<file path="src/rtl/hdmi_cfg_sequencer_if.sv">
// Byte-write request/response bus between the HDMI config sequencer and an I2C byte-write master.
interface hdmi_cfg_sequencer_if;
  logic       WR_REQ;
  logic [7:0] WR_REG;
  logic [7:0] WR_DATA;
  logic       WR_ACK;
  logic       WR_NACK;

  modport master (
    output WR_REQ,
    output WR_REG,
    output WR_DATA,
    input  WR_ACK,
    input  WR_NACK
  );

  modport slave (
    input  WR_REQ,
    input  WR_REG,
    input  WR_DATA,
    output WR_ACK,
    output WR_NACK
  );
endinterface

</file>
<file path="src/rtl/hdmi_cfg_sequencer.sv">
// HDMI transmitter register-table sequencer: writes a fixed 12-entry table after power-up, retrying NACKed writes.
// Hot-plug re-initialisation on TX_INT_N is compiled in only when HDMI_CFG_HPD_REINIT_EN is defined.
module hdmi_cfg_sequencer #(
  parameter int unsigned STARTUP_CYCLES = 10_000_000,
  parameter int unsigned MAX_RETRY      = 3,
  parameter int unsigned RETRY_CYCLES   = 50_000
) (
  input  logic                 CLK_50MHZ,
  input  logic                 RESET_N,
  input  logic                 TX_INT_N,
  hdmi_cfg_sequencer_if.master wr,
  output logic                 CFG_DONE,
  output logic                 CFG_ERROR,
  output logic                 CFG_BUSY
);

  localparam int unsigned   CW           = (STARTUP_CYCLES > 1) ? $clog2(STARTUP_CYCLES) : 1;
  localparam int unsigned   RW           = (MAX_RETRY > 0) ? $clog2(MAX_RETRY + 1) : 1;
  localparam logic [CW-1:0] CNT_MAX      = '1;
  localparam logic [CW-1:0] STARTUP_LAST = CW'(STARTUP_CYCLES - 1);
  localparam logic [CW-1:0] RETRY_LAST   = CW'(RETRY_CYCLES - 1);
  localparam logic [RW-1:0] RETRY_LIMIT  = RW'(MAX_RETRY);
  localparam logic [3:0]    LAST_PTR     = 4'd11;

  typedef enum logic [2:0] {
    WAIT_PWR,
    ISSUE,
    WAIT_RSP,
    BACKOFF,
    DONE,
    FAIL
  } state_e;

  function automatic logic [15:0] tableEntry(input logic [3:0] idx);
    case (idx)
      4'd0:    tableEntry = 16'h41_10;
      4'd1:    tableEntry = 16'h98_03;
      4'd2:    tableEntry = 16'h9A_E0;
      4'd3:    tableEntry = 16'h9C_30;
      4'd4:    tableEntry = 16'h9D_61;
      4'd5:    tableEntry = 16'hA2_A4;
      4'd6:    tableEntry = 16'hA3_A4;
      4'd7:    tableEntry = 16'hE0_D0;
      4'd8:    tableEntry = 16'hF9_00;
      4'd9:    tableEntry = 16'h15_00;
      4'd10:   tableEntry = 16'h16_30;
      4'd11:   tableEntry = 16'hAF_06;
      default: tableEntry = 16'h00_00;
    endcase
  endfunction

  state_e        state_q, state_d;
  logic [3:0]    ptr_q, ptr_d;
  logic [RW-1:0] retry_q, retry_d;
  logic [CW-1:0] cnt_q, cnt_d;
  logic          req_q, req_d;
  logic [7:0]    reg_q, reg_d;
  logic [7:0]    data_q, data_d;
  logic          done_q, done_d;
  logic          error_q, error_d;
  logic          busy_q, busy_d;
  logic          reloadReq;

`ifdef HDMI_CFG_HPD_REINIT_EN
  logic sync1_q, sync2_q, prev_q;
  logic pending_q, pending_d;
  logic hpdFall;

  always_ff @(posedge CLK_50MHZ or negedge RESET_N) begin
    if (!RESET_N) begin
      sync1_q   <= 1'b1;
      sync2_q   <= 1'b1;
      prev_q    <= 1'b1;
      pending_q <= 1'b0;
    end else begin
      sync1_q   <= TX_INT_N;
      sync2_q   <= sync1_q;
      prev_q    <= sync2_q;
      pending_q <= pending_d;
    end
  end

  assign hpdFall = prev_q & ~sync2_q;

  // A hot-plug seen mid-sequence is remembered so the table is rewritten as soon as DONE is reached.
  always_comb begin
    pending_d = pending_q;
    if (state_q == DONE || state_q == FAIL) begin
      pending_d = 1'b0;
    end else if (hpdFall) begin
      pending_d = 1'b1;
    end
  end

  assign reloadReq = hpdFall | (pending_q & (state_q == DONE));
`else
  logic unusedTxInt;
  assign unusedTxInt = TX_INT_N;
  assign reloadReq   = 1'b0;
`endif

  always_ff @(posedge CLK_50MHZ or negedge RESET_N) begin
    if (!RESET_N) begin
      state_q <= WAIT_PWR;
      ptr_q   <= '0;
      retry_q <= '0;
      cnt_q   <= '0;
      req_q   <= 1'b0;
      reg_q   <= 8'h00;
      data_q  <= 8'h00;
      done_q  <= 1'b0;
      error_q <= 1'b0;
      busy_q  <= 1'b0;
    end else begin
      state_q <= state_d;
      ptr_q   <= ptr_d;
      retry_q <= retry_d;
      cnt_q   <= cnt_d;
      req_q   <= req_d;
      reg_q   <= reg_d;
      data_q  <= data_d;
      done_q  <= done_d;
      error_q <= error_d;
      busy_q  <= busy_d;
    end
  end

  // A simultaneous ACK and NACK is resolved as a NACK by testing NACK first.
  always_comb begin
    state_d = state_q;
    ptr_d   = ptr_q;
    retry_d = retry_q;
    case (state_q)
      WAIT_PWR: begin
        if (cnt_q == STARTUP_LAST) begin
          state_d = ISSUE;
          ptr_d   = '0;
        end
      end
      ISSUE: state_d = WAIT_RSP;
      WAIT_RSP: begin
        if (wr.WR_NACK) begin
          if (retry_q < RETRY_LIMIT) begin
            retry_d = retry_q + 1'b1;
            state_d = BACKOFF;
          end else begin
            state_d = FAIL;
          end
        end else if (wr.WR_ACK) begin
          if (ptr_q == LAST_PTR) begin
            state_d = DONE;
          end else begin
            ptr_d   = ptr_q + 1'b1;
            retry_d = '0;
            state_d = ISSUE;
          end
        end
      end
      BACKOFF: begin
        if (cnt_q == RETRY_LAST) state_d = ISSUE;
      end
      DONE, FAIL: begin
        if (reloadReq) begin
          state_d = BACKOFF;
          ptr_d   = '0;
          retry_d = '0;
        end
      end
      default: state_d = WAIT_PWR;
    endcase
    // The shared wait counter restarts on every state change and saturates instead of wrapping.
    if (state_d != state_q) begin
      cnt_d = '0;
    end else if (cnt_q == CNT_MAX) begin
      cnt_d = cnt_q;
    end else begin
      cnt_d = cnt_q + 1'b1;
    end
  end

  always_comb begin
    req_d           = (state_d == ISSUE) || (state_d == WAIT_RSP);
    {reg_d, data_d} = req_d ? tableEntry(ptr_d) : 16'h0000;
    done_d          = (state_d == DONE);
    error_d         = (state_d == FAIL);
    busy_d          = !(done_d || error_d);
  end

  assign wr.WR_REQ  = req_q;
  assign wr.WR_REG  = reg_q;
  assign wr.WR_DATA = data_q;
  assign CFG_DONE   = done_q;
  assign CFG_ERROR  = error_q;
  assign CFG_BUSY   = busy_q;

endmodule

</file>
<file path="src/flat_wrapper.sv">
// flat-port wrapper written by rule: the top's interface ports become plain ports
module hdmi_cfg_sequencer_flat 
#(
  parameter int unsigned STARTUP_CYCLES = 10_000_000,
  parameter int unsigned MAX_RETRY      = 3,
  parameter int unsigned RETRY_CYCLES   = 50_000
)
  (CLK_50MHZ, RESET_N, TX_INT_N, CFG_DONE, CFG_ERROR, CFG_BUSY, wr_WR_REQ, wr_WR_REG, wr_WR_DATA, wr_WR_ACK, wr_WR_NACK);
  hdmi_cfg_sequencer_if wr_i ();
  input  logic CLK_50MHZ;
  input  logic RESET_N;
  input  logic TX_INT_N;
  output logic CFG_DONE;
  output logic CFG_ERROR;
  output logic CFG_BUSY;
  output wire logic [$bits(wr_i.WR_REQ)-1:0] wr_WR_REQ;
  output wire logic [$bits(wr_i.WR_REG)-1:0] wr_WR_REG;
  output wire logic [$bits(wr_i.WR_DATA)-1:0] wr_WR_DATA;
  input wire logic [$bits(wr_i.WR_ACK)-1:0] wr_WR_ACK;
  input wire logic [$bits(wr_i.WR_NACK)-1:0] wr_WR_NACK;
  assign wr_WR_REQ = wr_i.WR_REQ;
  assign wr_WR_REG = wr_i.WR_REG;
  assign wr_WR_DATA = wr_i.WR_DATA;
  assign wr_i.WR_ACK = wr_WR_ACK;
  assign wr_i.WR_NACK = wr_WR_NACK;
  hdmi_cfg_sequencer #(.STARTUP_CYCLES(STARTUP_CYCLES), .MAX_RETRY(MAX_RETRY), .RETRY_CYCLES(RETRY_CYCLES)) u_core (.CLK_50MHZ(CLK_50MHZ), .RESET_N(RESET_N), .TX_INT_N(TX_INT_N), .wr(wr_i), .CFG_DONE(CFG_DONE), .CFG_ERROR(CFG_ERROR), .CFG_BUSY(CFG_BUSY));
endmodule
</file>
<file path="config.mk">
export PLATFORM = sky130hd
export DESIGN_NAME = hdmi_cfg_sequencer_flat
export DESIGN_NICKNAME = d
export VERILOG_FILES = /design/src/rtl/hdmi_cfg_sequencer_if.sv /design/src/rtl/hdmi_cfg_sequencer.sv /design/src/flat_wrapper.sv
export SDC_FILE = /design/constraint.sdc
export NUM_CORES = 1
export LEC_CHECK = 0
export BUFFER_PORTS_ARGS = -buffer_cell sky130_fd_sc_hd__buf_2
export CORE_MARGIN = 2
export CORE_UTILIZATION = 54
export CTS_CLUSTER_SIZE = 24
export DETAILED_ROUTE_END_ITERATION = 16
export PLACE_DENSITY_LB_ADDON = 0.15
export RECOVER_POWER = 25
export SYNTH_ARGS = -nofsm -noshare
export SYNTH_HDL_FRONTEND = slang
export SYNTH_SLANG_ARGS = --single-unit
</file>
<file path="constraint.sdc">
create_clock -name CLK_50MHZ -period 3 [get_ports CLK_50MHZ]
set_clock_uncertainty 0.1 [all_clocks]
set_input_delay 0.6 -clock CLK_50MHZ [delete_from_list [all_inputs] [get_ports CLK_50MHZ]]
set_output_delay 0.6 -clock CLK_50MHZ [all_outputs]
set_load 0.05 [all_outputs]
</file>
==> metrics, run 1 <==
run status=complete, but fails checks; failing checks=max-capacitance violations, max-slew violations; worst r2r src=u_core.state_q[0]; Post-Synthesis Cells=297; Slew HR=-29.83%; Min Clock Period, post-route=between 2 and 3 ns; number of synthesized register bits=52; Sw Ratio=between 20% and 30%; Post-CTS Hold Fix Bufs=0; final wirelength=5794 µm; first-pass GRT wire length=10250 µm; I/O Buffers=22; R2R Path End=u_core.wr.WR_DATA[4]; syn_nets=312; Initial Util=56.60%; gr usage total=21.32%; top-area cell type share of the netlist area=44.73%; Clock power frac=41.5%; Pint=0.001005 W; maximum clock frequency=0.3562 GHz; Setup violations, final=0; CTS root buffer=clkbuf_8; EDFF count, synth=0; share of cells above drive strength 1=21.21%; most frequent cells in the layout=dfrtp_1 (52), nor2_1 (34), nand3_1 (23), buf_2 (21), nand2_1 (17); period utilization=between 90 and 100%; Final nets=344; met2 Resource Use GR=36.70%; initial antenna violation count=0; worst hold start=u_core.retry_q[0]; antenna cells=0; busiest grt layer=met2; Comb power frac=around 2.9%; Yosys cell types=63; Synth Area in XOR/XNOR=around 6.3%; cell taking the most area after synthesis=dfrtp_1; Post-synth ARST share=100.0%; critical path required time=about 3.1 ns; Antenna Nets Post-Route=0; Compound-Gate Fraction of Synth Area=11.57%; pin count of the biggest net entering global routing=40; gpl congestion=0.8489; I/O pin total=25; CP bufs+invs=1; worst-case reg-to-reg path depth=8; Syn Area/Cell=about 9.8 µm²; CTS resizes=0; Final Slew Violations=40; clock tree from TritonCTS=built; Worst Tran Pin Value=1.947 ns; synth warn=0; via count of the first global-routing pass=about 2200; setup slack, reg-to-reg=just under 0.2 ns; Seq pwr share=55.6%; post-synthesis simple-gate area fraction=27.05%; worst-skew pair later-pin latency=0.31 ns; Fin. Hold Viols=0; Setup CP Type=flip-flop to flip-flop; DRC=0; Area contributors post-synth=dfrtp_1 (45%), nor2_1 (4.4%), ha_1 (4.3%); GR Util met1=26.62%; core area=5140 µm²; detailed placement HPWL=between 4000 and 5000 µm; drt pass-1 iters=4; Worst Hold End=u_core.retry_q[0]; CP delay by family, top=simple AND/OR/NAND/NOR gates; largest family of logic cells by synthesized area=simple AND/OR/NAND/NOR gates; clock transition at the registers of the reported paths=roughly 0.090 ns; Levels on crit path=8; area grow syn2layout=12.00%; die width=77.40 µm; Synth Area in Adders=between 4 and 5%; Bufs on Longest Clock Path=2; hold path cells=1; NetSw=approximately 0.00026 W; H-tree levels=2; vias=2238; critical path startpoint category=flip-flop; mux cell area share after synthesis=1.634%; 1st-iter DRT viols=131; Max IR drop VDD=269.6 µV; Die Y=77.40 µm; ys flop type=dfrtp_1; full die area=5990 µm²; RSZ-0062 raised after global routing=false; row cnt=26; Arr. time, crit path=2.94 ns; Final TNS setup=0 ns; Fin Hold WS=0.4204 ns; Slowest-stage cell, CP=or4_1; register area share after synthesis=~45%; Cell Chain, Critical Path=or3b_1 > nor2_1 > nand3_1 > a21oi_1 > inv_1 > ha_1 > or4_1 > a31oi_1; P_leak=approximately 1.4 nW; power per standard cell area=around 390 nW/µm²; total gr overflow=0; max cap viols=1; Hold WC Path Type=flip-flop to flip-flop; commonest non-fill, non-tap cell in the layout=dfrtp_1; WL/cell=14.49 µm; mapped cell area=2909 µm²; M3 GR Usage=3.605%; Avg Vias per Cell=5.595; total CTS buffers=5; Clock Sinks=between 50 and 60; critical path peak fanout=8; postcts setup bufs=0; CP max stage delay=0.53 ns; endpoint type of the worst setup path=flip-flop
[state kept, by name, indices dropped and copies added (netlist names)]
register	cells
u_core.CFG_BUSY	1
u_core.CFG_DONE	1
u_core.CFG_ERROR	1
u_core.cnt_q	24
u_core.ptr_q	4
u_core.retry_q	2
u_core.state_q	3
u_core.wr.WR_DATA	7
u_core.wr.WR_REG	8
u_core.wr.WR_REQ	1
[cell type report]
class | count | area, µm²
clock buffer | 7 | 96.34
clock inverter | 1 | 30.03
fill | 472 | 1882
inverter | 10 | 37.54
multi-input combinational | 223 | 1484
sequential | 52 | 1301
tap | 70 | 87.58
timing repair buffer | 37 | 221.5
[layer usage]
layer	vias to the layer above	wire [µm]
li1	1124	-
met2	41	2842
met1	1062	2649
met3	11	169
met4	0	131
met5	-	0
[power groups by stage]
stage	clock network, W	registers [W]	logic, W
floorplan	0	0.000716	0.0000172
global placement	0	0.000716	0.0000365
detailed placement	0	0.000716	0.0000370
CTS	0.000537	0.000702	0.0000372
global route	0.000558	0.000702	0.0000418
finish	0.000524	0.000702	0.0000361
[logic make-up after synthesis]
kind of cell    after synthesis
simple gates                138
mux                           4
flops                        52
other cells                   1
buf+inv                      22
fa+ha+maj                    10
xor+xnor                     21
compound gates               49
[worst max path at each step]
stage | from | end | slack (ns)
floorplan | u_core.cnt_q[8] | u_core.wr.WR_DATA[4] | 0.20
global placement | wr_WR_NACK | u_core.wr.WR_DATA[4] | 0.17
detailed placement | wr_WR_NACK | u_core.wr.WR_DATA[4] | 0.16
CTS | u_core.state_q[0] | u_core.wr.WR_DATA[4] | 0.20
global route | u_core.cnt_q[0] | u_core.wr.WR_DATA[7] | 0.08
finish | u_core.state_q[0] | u_core.wr.WR_DATA[4] | 0.19
[Yosys cell counts, drive strengths merged, types with 4 or more instances]
master,n
nand2,17
or3,9
o21ai,13
nand3,25
and2,5
buf,7
xor2,13
ha,10
nor2,35
a21oi,15
nand4,9
clkbuf,4
xnor2,8
nor3,7
inv,10
a31oi,6
dfrtp,52
[metrics by stage]
stage          total power [W]  cells  util, %  area (µm²)  setup WS, ns
6_report              0.001262    400    63.39        3258        0.1929
3_3_place_gp         0.0007523    392    60.95        3133        0.1652
2_1_floorplan        0.0007329    297        -        2909        0.2010
5_1_grt               0.001302    400    63.39        3258       0.07538
3_5_place_dp         0.0007527    392    60.95        3133        0.1628
4_1_cts               0.001276    400    63.41        3259        0.2022
No activity file was read; power rests on OpenSTA's default activity.
==> inputs of run 2 (changes only) <==
--- a/config.mk
+++ b/config.mk
@@ -12,6 +12,7 @@
 export DETAILED_ROUTE_END_ITERATION = 16
 export PLACE_DENSITY_LB_ADDON = 0.15
 export RECOVER_POWER = 25
+export SLEW_MARGIN = 20
 export SYNTH_ARGS = -nofsm -noshare
 export SYNTH_HDL_FRONTEND = slang
 export SYNTH_SLANG_ARGS = --single-unit
==> constraint.sdc (replaced) <==
create_clock -name CLK_50MHZ -period 3 [get_ports CLK_50MHZ]
set_clock_uncertainty 0.1 [all_clocks]
set_input_delay 0.3 -clock CLK_50MHZ [delete_from_list [all_inputs] [get_ports CLK_50MHZ]]
set_output_delay 0.3 -clock CLK_50MHZ [all_outputs]
set_load 0.05 [all_outputs]
==> run 2 against run 1 <==
Against the previous run:
- the run now ends clean
- global-route usage down 0.85 points
- total power down 8.7%
- first-iteration DRC count up 21%
- clock power down 21%
- combinational power down 3%
- routed wire length down 0.88%
- sequential power about the same
- register-to-register slack worse by 0.07 ns
- largest power group unchanged
==> metrics, run 2 (same netlist as run 1, synthesis figures left out) <==
run status=finished clean (was complete, but fails checks); Fin. Hold Viols=0 (unchanged); most frequent cells in the layout=dfrtp_1 (52), nor2_1 (34), nand3_1 (23), buf_2 (21), nand2_1 (17) (unchanged); P_leak=1.440 nW (was 1.387 nW); maximum clock frequency=0.3482 GHz (was 0.3562 GHz); endpoint type of the worst setup path=flip-flop (unchanged); clock tree from TritonCTS=built (unchanged); Hold WC Path Type=input port to flip-flop (was flip-flop to flip-flop); pin count of the biggest net entering global routing=53 (was 40); Final Slew Violations=0 (was 40); DRC=0 (unchanged); critical path required time=3.12 ns (was 3.13 ns); vias=2257 (was 2238); total gr overflow=0 (unchanged); drt pass-1 iters=4 (unchanged); filler cell count=478 (was 472); antenna cells=0 (unchanged); final wirelength=5743 µm (was 5794 µm); share of cells above drive strength 1=21.15% (was 21.21%); Slew HR=17.03% (was -29.83%); I/O pin total=25 (unchanged); via count of the first global-routing pass=2148 (was 2232); Min Clock Period, post-route=2.872 ns (was 2.807 ns); worst-skew pair later-pin latency=0.30 ns (was 0.31 ns); critical path peak fanout=6 (was 8); core area=5140 µm² (unchanged); Max IR drop VDD=224.8 µV (was 269.6 µV); critical path startpoint category=flip-flop (unchanged); 1st-iter DRT viols=158 (was 131); area grow syn2layout=11.57% (was 12.00%); crit path from=u_core.cnt_q[8] (was u_core.state_q[0]); die width=77.40 µm (unchanged); H-tree levels=2 (unchanged); I/O Buffers=22 (unchanged); Final nets=345 (was 344); Final TNS setup=0 ns (unchanged); Biggest register=u_core.cnt_q (unchanged); period utilization=95.74% (was 93.57%); full die area=5990 µm² (unchanged); Max Used Layer=met4 (unchanged); gpl congestion=0.8710 (was 0.8489); max reg flops=24 (unchanged); commonest non-fill, non-tap cell in the layout=dfrtp_1 (unchanged); initial antenna violation count=0 (unchanged); worst r2r src=u_core.cnt_q[8] (was u_core.state_q[0]); CTS root buffer=clkbuf_8 (unchanged); Bufs on Longest Clock Path=2 (unchanged); met3 routed WL=196 µm (was 169 µm); Setup CP Type=flip-flop to flip-flop (unchanged); total CTS buffers=5 (unchanged); first-pass GRT wire length=9756 µm (was 10250 µm); Die Y=77.40 µm (unchanged); Antenna Nets Post-Route=0 (unchanged); postcts setup bufs=0 (unchanged); M1 WL=2591 µm (was 2649 µm); met2 wire len=2857 µm (was 2842 µm); max cap viols=0 (was 1); Clock Sinks=52 (unchanged); Setup violations, final=0 (unchanged); row cnt=26 (unchanged); WL/cell=14.32 µm (was 14.49 µm); worst hold start=wr_WR_NACK (was u_core.retry_q[0]); Final Power=0.001152 W (was 0.001262 W); RSZ-0062 raised after global routing=false (unchanged); Fin Hold WS=0.2833 ns (was 0.4204 ns); gr usage total=20.47% (was 21.32%); Avg Vias per Cell=5.628 (was 5.595); detailed placement HPWL=4122 µm (was 4190 µm); clock transition at the registers of the reported paths=0.09 ns (about the same); Initial Util=56.60% (unchanged); power per standard cell area=355.1 nW/µm² (was 387.5 nW/µm²); Arr. time, crit path=2.99 ns (was 2.94 ns); Worst Tran Pin Value=1.245 ns (was 1.947 ns)
[run 2: cell types whose count changed in the layout (fill, tap and decap cells not counted), sizes merged]
cell	previous run	this run
bufinv	1	0
clkinvlp	0	1
dlygate4sd3	0	1
[run 2: final cells by class]
cell class              instances  area, µm²  area share [%]
well taps                      70      87.58           2.699
flip-flops and latches         52       1301           40.09
clock buffers                   7      86.33           2.660
inverters                      10      37.54           1.157
repair buffers                 38      232.7           7.170
clock inverters                 1      7.507          0.2313
multi-input cells             223       1493           45.99
[run 2: per-layer routing]
metal,track usage [%],up-vias
met5,0,-
met4,7.500,0
met3,3.837,7
met2,33.74,44
met1,27.03,1076
li1,-,1130
[run 2: worst max-delay path, cell delays in order, from the launching register on]
cell	delay, ns
dfrtp_1	0.42
nand4b_1	0.19
or4_4	0.58
o31ai_1	0.25
mux2_2	0.24
buf_4	0.16
inv_1	0.10
ha_1	0.23
or3_1	0.37
a31oi_1	0.15
[run 2: what timing repair did]
item                                    in CTS  in global routing
gates resized for setup                      0                  1
endpoints found under the setup margin       0                  2
hold buffers                                 1                  0
endpoints found under the hold margin       52                  0
[run 2: metrics by stage]
| stage | setup slack [ns] | instance area (µm²) | instances | util, % |
|---|---|---|---|---|
| global route | 0.003171 | 3246 | 401 | 63.15 |
| CTS | 0.1282 | 3239 | 401 | 63.02 |
| detailed placement | 0.1481 | 3136 | 392 | 61.00 |
| finish | 0.1278 | 3246 | 401 | 63.15 |
| floorplan | 0.2010 | 2909 | 297 | - |
| global placement | 0.1872 | 3133 | 392 | 60.95 |
[run 2: final timing paths]
check,end,slack [ns],cells after the start
max,u_core.wr.WR_DATA[5],0.13,9
min,u_core.retry_q[0],0.28,3
max reg2reg,u_core.wr.WR_DATA[5],0.13,9
min reg2reg,u_core.retry_q[0],0.41,1
max in group asynchronous,u_core.cnt_q[14],1.36,2
min in group asynchronous,u_core.retry_q[1],0.67,2
[run 2: report_power, final]
group | switching, W | leakage (nW) | internal (W)
Clock | 0.000227 | 0.0445 | 0.000188
Combinational | 0.0000265 | 0.811 | 0.00000851
Sequential | 0.00000107 | 0.585 | 0.000701
==> inputs of run 3 (changes only) <==
--- a/config.mk
+++ b/config.mk
@@ -7,7 +7,7 @@
 export LEC_CHECK = 0
 export BUFFER_PORTS_ARGS = -buffer_cell sky130_fd_sc_hd__buf_2
 export CORE_MARGIN = 2
-export CORE_UTILIZATION = 54
+export CORE_UTILIZATION = 37
 export CTS_CLUSTER_SIZE = 24
 export DETAILED_ROUTE_END_ITERATION = 16
 export PLACE_DENSITY_LB_ADDON = 0.15
==> constraint.sdc (replaced) <==
create_clock -name CLK_50MHZ -period 2.57 [get_ports CLK_50MHZ]
set_clock_uncertainty 0.1 [all_clocks]
set_input_delay 0.257 -clock CLK_50MHZ [delete_from_list [all_inputs] [get_ports CLK_50MHZ]]
set_output_delay 0.257 -clock CLK_50MHZ [all_outputs]
set_load 0.05 [all_outputs]
==> run 3 against run 2 <==
Against the previous run:
- the flow now finishes with violations (negative setup slack)
- routed wire length rose by 14%
- clock power grew 35%
- final cell count up 18%
- hold slack lost 0.044 ns
- critical path depth down 2
- largest cell class unchanged
- largest power group unchanged
==> metrics, run 3 (same netlist as run 1, synthesis figures left out) <==
run status=complete, but fails checks (was finished clean); failing checks=negative setup slack; detailed placement HPWL=4791 µm (was 4122 µm); crit path from=u_core.cnt_q[8] (unchanged); post-route design area=3730 µm² (was 3246 µm²); Setup violations, final=1 (was 0); die width=92.67 µm (was 77.40 µm); Setup CP Type=flip-flop to flip-flop (unchanged); Hold WC Path Type=input port to flip-flop (unchanged); Min Clock Period, post-route=2.570 ns (was 2.872 ns); worst-skew pair later-pin latency=0.30 ns (about the same); Worst Tran Pin Value=1.198 ns (was 1.245 ns); drt pass-1 iters=4 (unchanged); placed cell area=3475 µm² (was 3136 µm²); area grow syn2layout=28.22% (was 11.57%); critical path startpoint category=flip-flop (unchanged); pin count of the biggest net entering global routing=31 (was 53); gpl congestion=0.8314 (was 0.8710); antenna cells=0 (unchanged); final wirelength=6538 µm (was 5743 µm); worst r2r src=u_core.cnt_q[8] (unchanged); initial antenna violation count=0 (unchanged); endpoint type of the worst setup path=flip-flop (unchanged); Fin. Hold Viols=0 (unchanged); Bufs on Longest Clock Path=2 (unchanged); Final nets=386 (was 345); Storage cell area=1301 µm² (unchanged); DRC=0 (unchanged); Die Y=92.67 µm (was 77.40 µm); core area=7687 µm² (was 5140 µm²); total CTS buffers=5 (unchanged); Arr. time, crit path=2.70 ns (was 2.99 ns); H-tree levels=2 (unchanged); Max IR drop VDD=227.8 µV (was 224.8 µV); share of cells above drive strength 1=32.80% (was 21.15%); Final Util=48.52% (was 63.15%); maximum clock frequency=0.3891 GHz (was 0.3482 GHz); I/O pin total=25 (unchanged); Final Slew Violations=0 (unchanged); clock tree from TritonCTS=built (unchanged); first-pass GRT wire length=11390 µm (was 9756 µm); Initial Util=37.84% (was 56.60%); full die area=8588 µm² (was 5990 µm²); Antenna Nets Post-Route=0 (unchanged); WL/cell=13.79 µm (was 14.32 µm); area of the multi-input gates=1605 µm² (was 1493 µm²); Setup WS post-layout=-0.00004285 ns (was 0.1278 ns); critical path required time=2.70 ns (was 3.12 ns); max cap viols=0 (unchanged); row cnt=32 (was 26); Slew HR=20.10% (was 17.03%); Biggest register=u_core.cnt_q (unchanged); clock transition at the registers of the reported paths=0.10 ns (was 0.09 ns); Final TNS setup=-0.00004285 ns (was 0 ns); period utilization=100.0% (was 95.74%); max reg flops=24 (unchanged); gr usage total=16.53% (was 20.47%); Clock Sinks=52 (unchanged); vias=2362 (was 2257); power per standard cell area=382.7 nW/µm² (was 355.1 nW/µm²); worst-case reg-to-reg path depth=7 (was 9); critical path peak fanout=5 (was 6); worst hold start=wr_WR_NACK (unchanged); 1st-iter DRT viols=61 (was 158); I/O Buffers=22 (unchanged); total gr overflow=0 (unchanged); Avg Vias per Cell=4.983 (was 5.628); RSZ-0062 raised after global routing=true (was false); P_leak=1.649 nW (was 1.440 nW); filler cell count=758 (was 478); hold path cells=3 (unchanged); CTS root buffer=clkbuf_8 (unchanged); most frequent cells in the layout=buf_4 (52), dfrtp_1 (52), nor2_1 (32), nand3_1 (22), nand2_1 (17) (was dfrtp_1 (52), nor2_1 (34), nand3_1 (23), buf_2 (21), nand2_1 (17)); via count of the first global-routing pass=2390 (was 2148)
[run 3: cell types whose count changed in the layout (fill, tap and decap cells not counted), moves of 2 or more]
| cell | delta |
|---|---|
| nor3b_1 | -2 |
| clkbuf_1 | +6 |
| ha_1 | -2 |
| a21oi_2 | +2 |
| a21oi_1 | -2 |
| buf_6 | +2 |
| nor3b_2 | +2 |
| buf_4 | +37 |
| buf_2 | -6 |
| nor2_1 | -2 |
[run 3: timing repair]
item / in CTS / in global routing
cloned: 1 / 0
pin swaps: 3 / 9
setup endpoints to repair: 3 / 11
hold buffers: 1 / 0
hold endpoints to repair: 22 / 0
buffers inserted: 3 / 2
gates resized for setup: 7 / 18
[run 3: area by class of cell]
| type | count | share of cell area (%) |
|---|---|---|
| Sequential cell | 52 | 34.89 |
| Multi-Input combinational cell | 224 | 43.04 |
| Inverter | 10 | 1.073 |
| Timing Repair Buffer | 78 | 14.59 |
| Clock buffer | 5 | 1.845 |
| Clock inverter | 3 | 1.141 |
| Tap cell | 102 | 3.422 |
[run 3: report_power, final]
group,switching (W),internal (W),leakage [nW]
registers,0.00000114,0.000818,0.585
clock network,0.000272,0.000288,0.0541
logic,0.0000339,0.0000132,1.01
[run 3: critical path, cell delays in order, from the launching register on]
cell      delay, ns
dfrtp_1        0.40
nand4b_1       0.18
or4_4          0.54
o31ai_2        0.26
mux2_4         0.23
ha_4           0.21
or4_4          0.42
a31oi_2        0.17
[run 3: stage by stage]
stage	setup slack (ns)	cells	power, W	hold WS (ns)
finish	-0.00004285	474	0.001427	0.2394
CTS	0.01004	472	0.001454	0.2402
detailed placement	-0.03745	459	0.0008801	0.1541
floorplan	-0.04512	297	0.0008555	-0.1386
global route	-0.09025	474	0.001494	0.2786
global placement	-0.01303	459	0.0008796	0.1521
[run 3: worst paths after layout]
check / to / slack [ns]
max: u_core.wr.WR_DATA[4] / -0.00004
min: u_core.retry_q[1] / 0.24
max reg2reg: u_core.wr.WR_DATA[4] / -0.00004
min reg2reg: u_core.retry_q[0] / 0.40
max in group asynchronous: u_core.cnt_q[11] / 0.73
min in group asynchronous: u_core.retry_q[1] / 0.61
[run 3: metal layers]
layer  global-route usage (%)  share of wire, %  up-vias
li1                         -                 -     1213
met1                    20.99                45     1120
met2                    28.65                52       23
met3                    3.336               2.5        6
met4                    4.534              0.98        0
met5                        0                 0        -
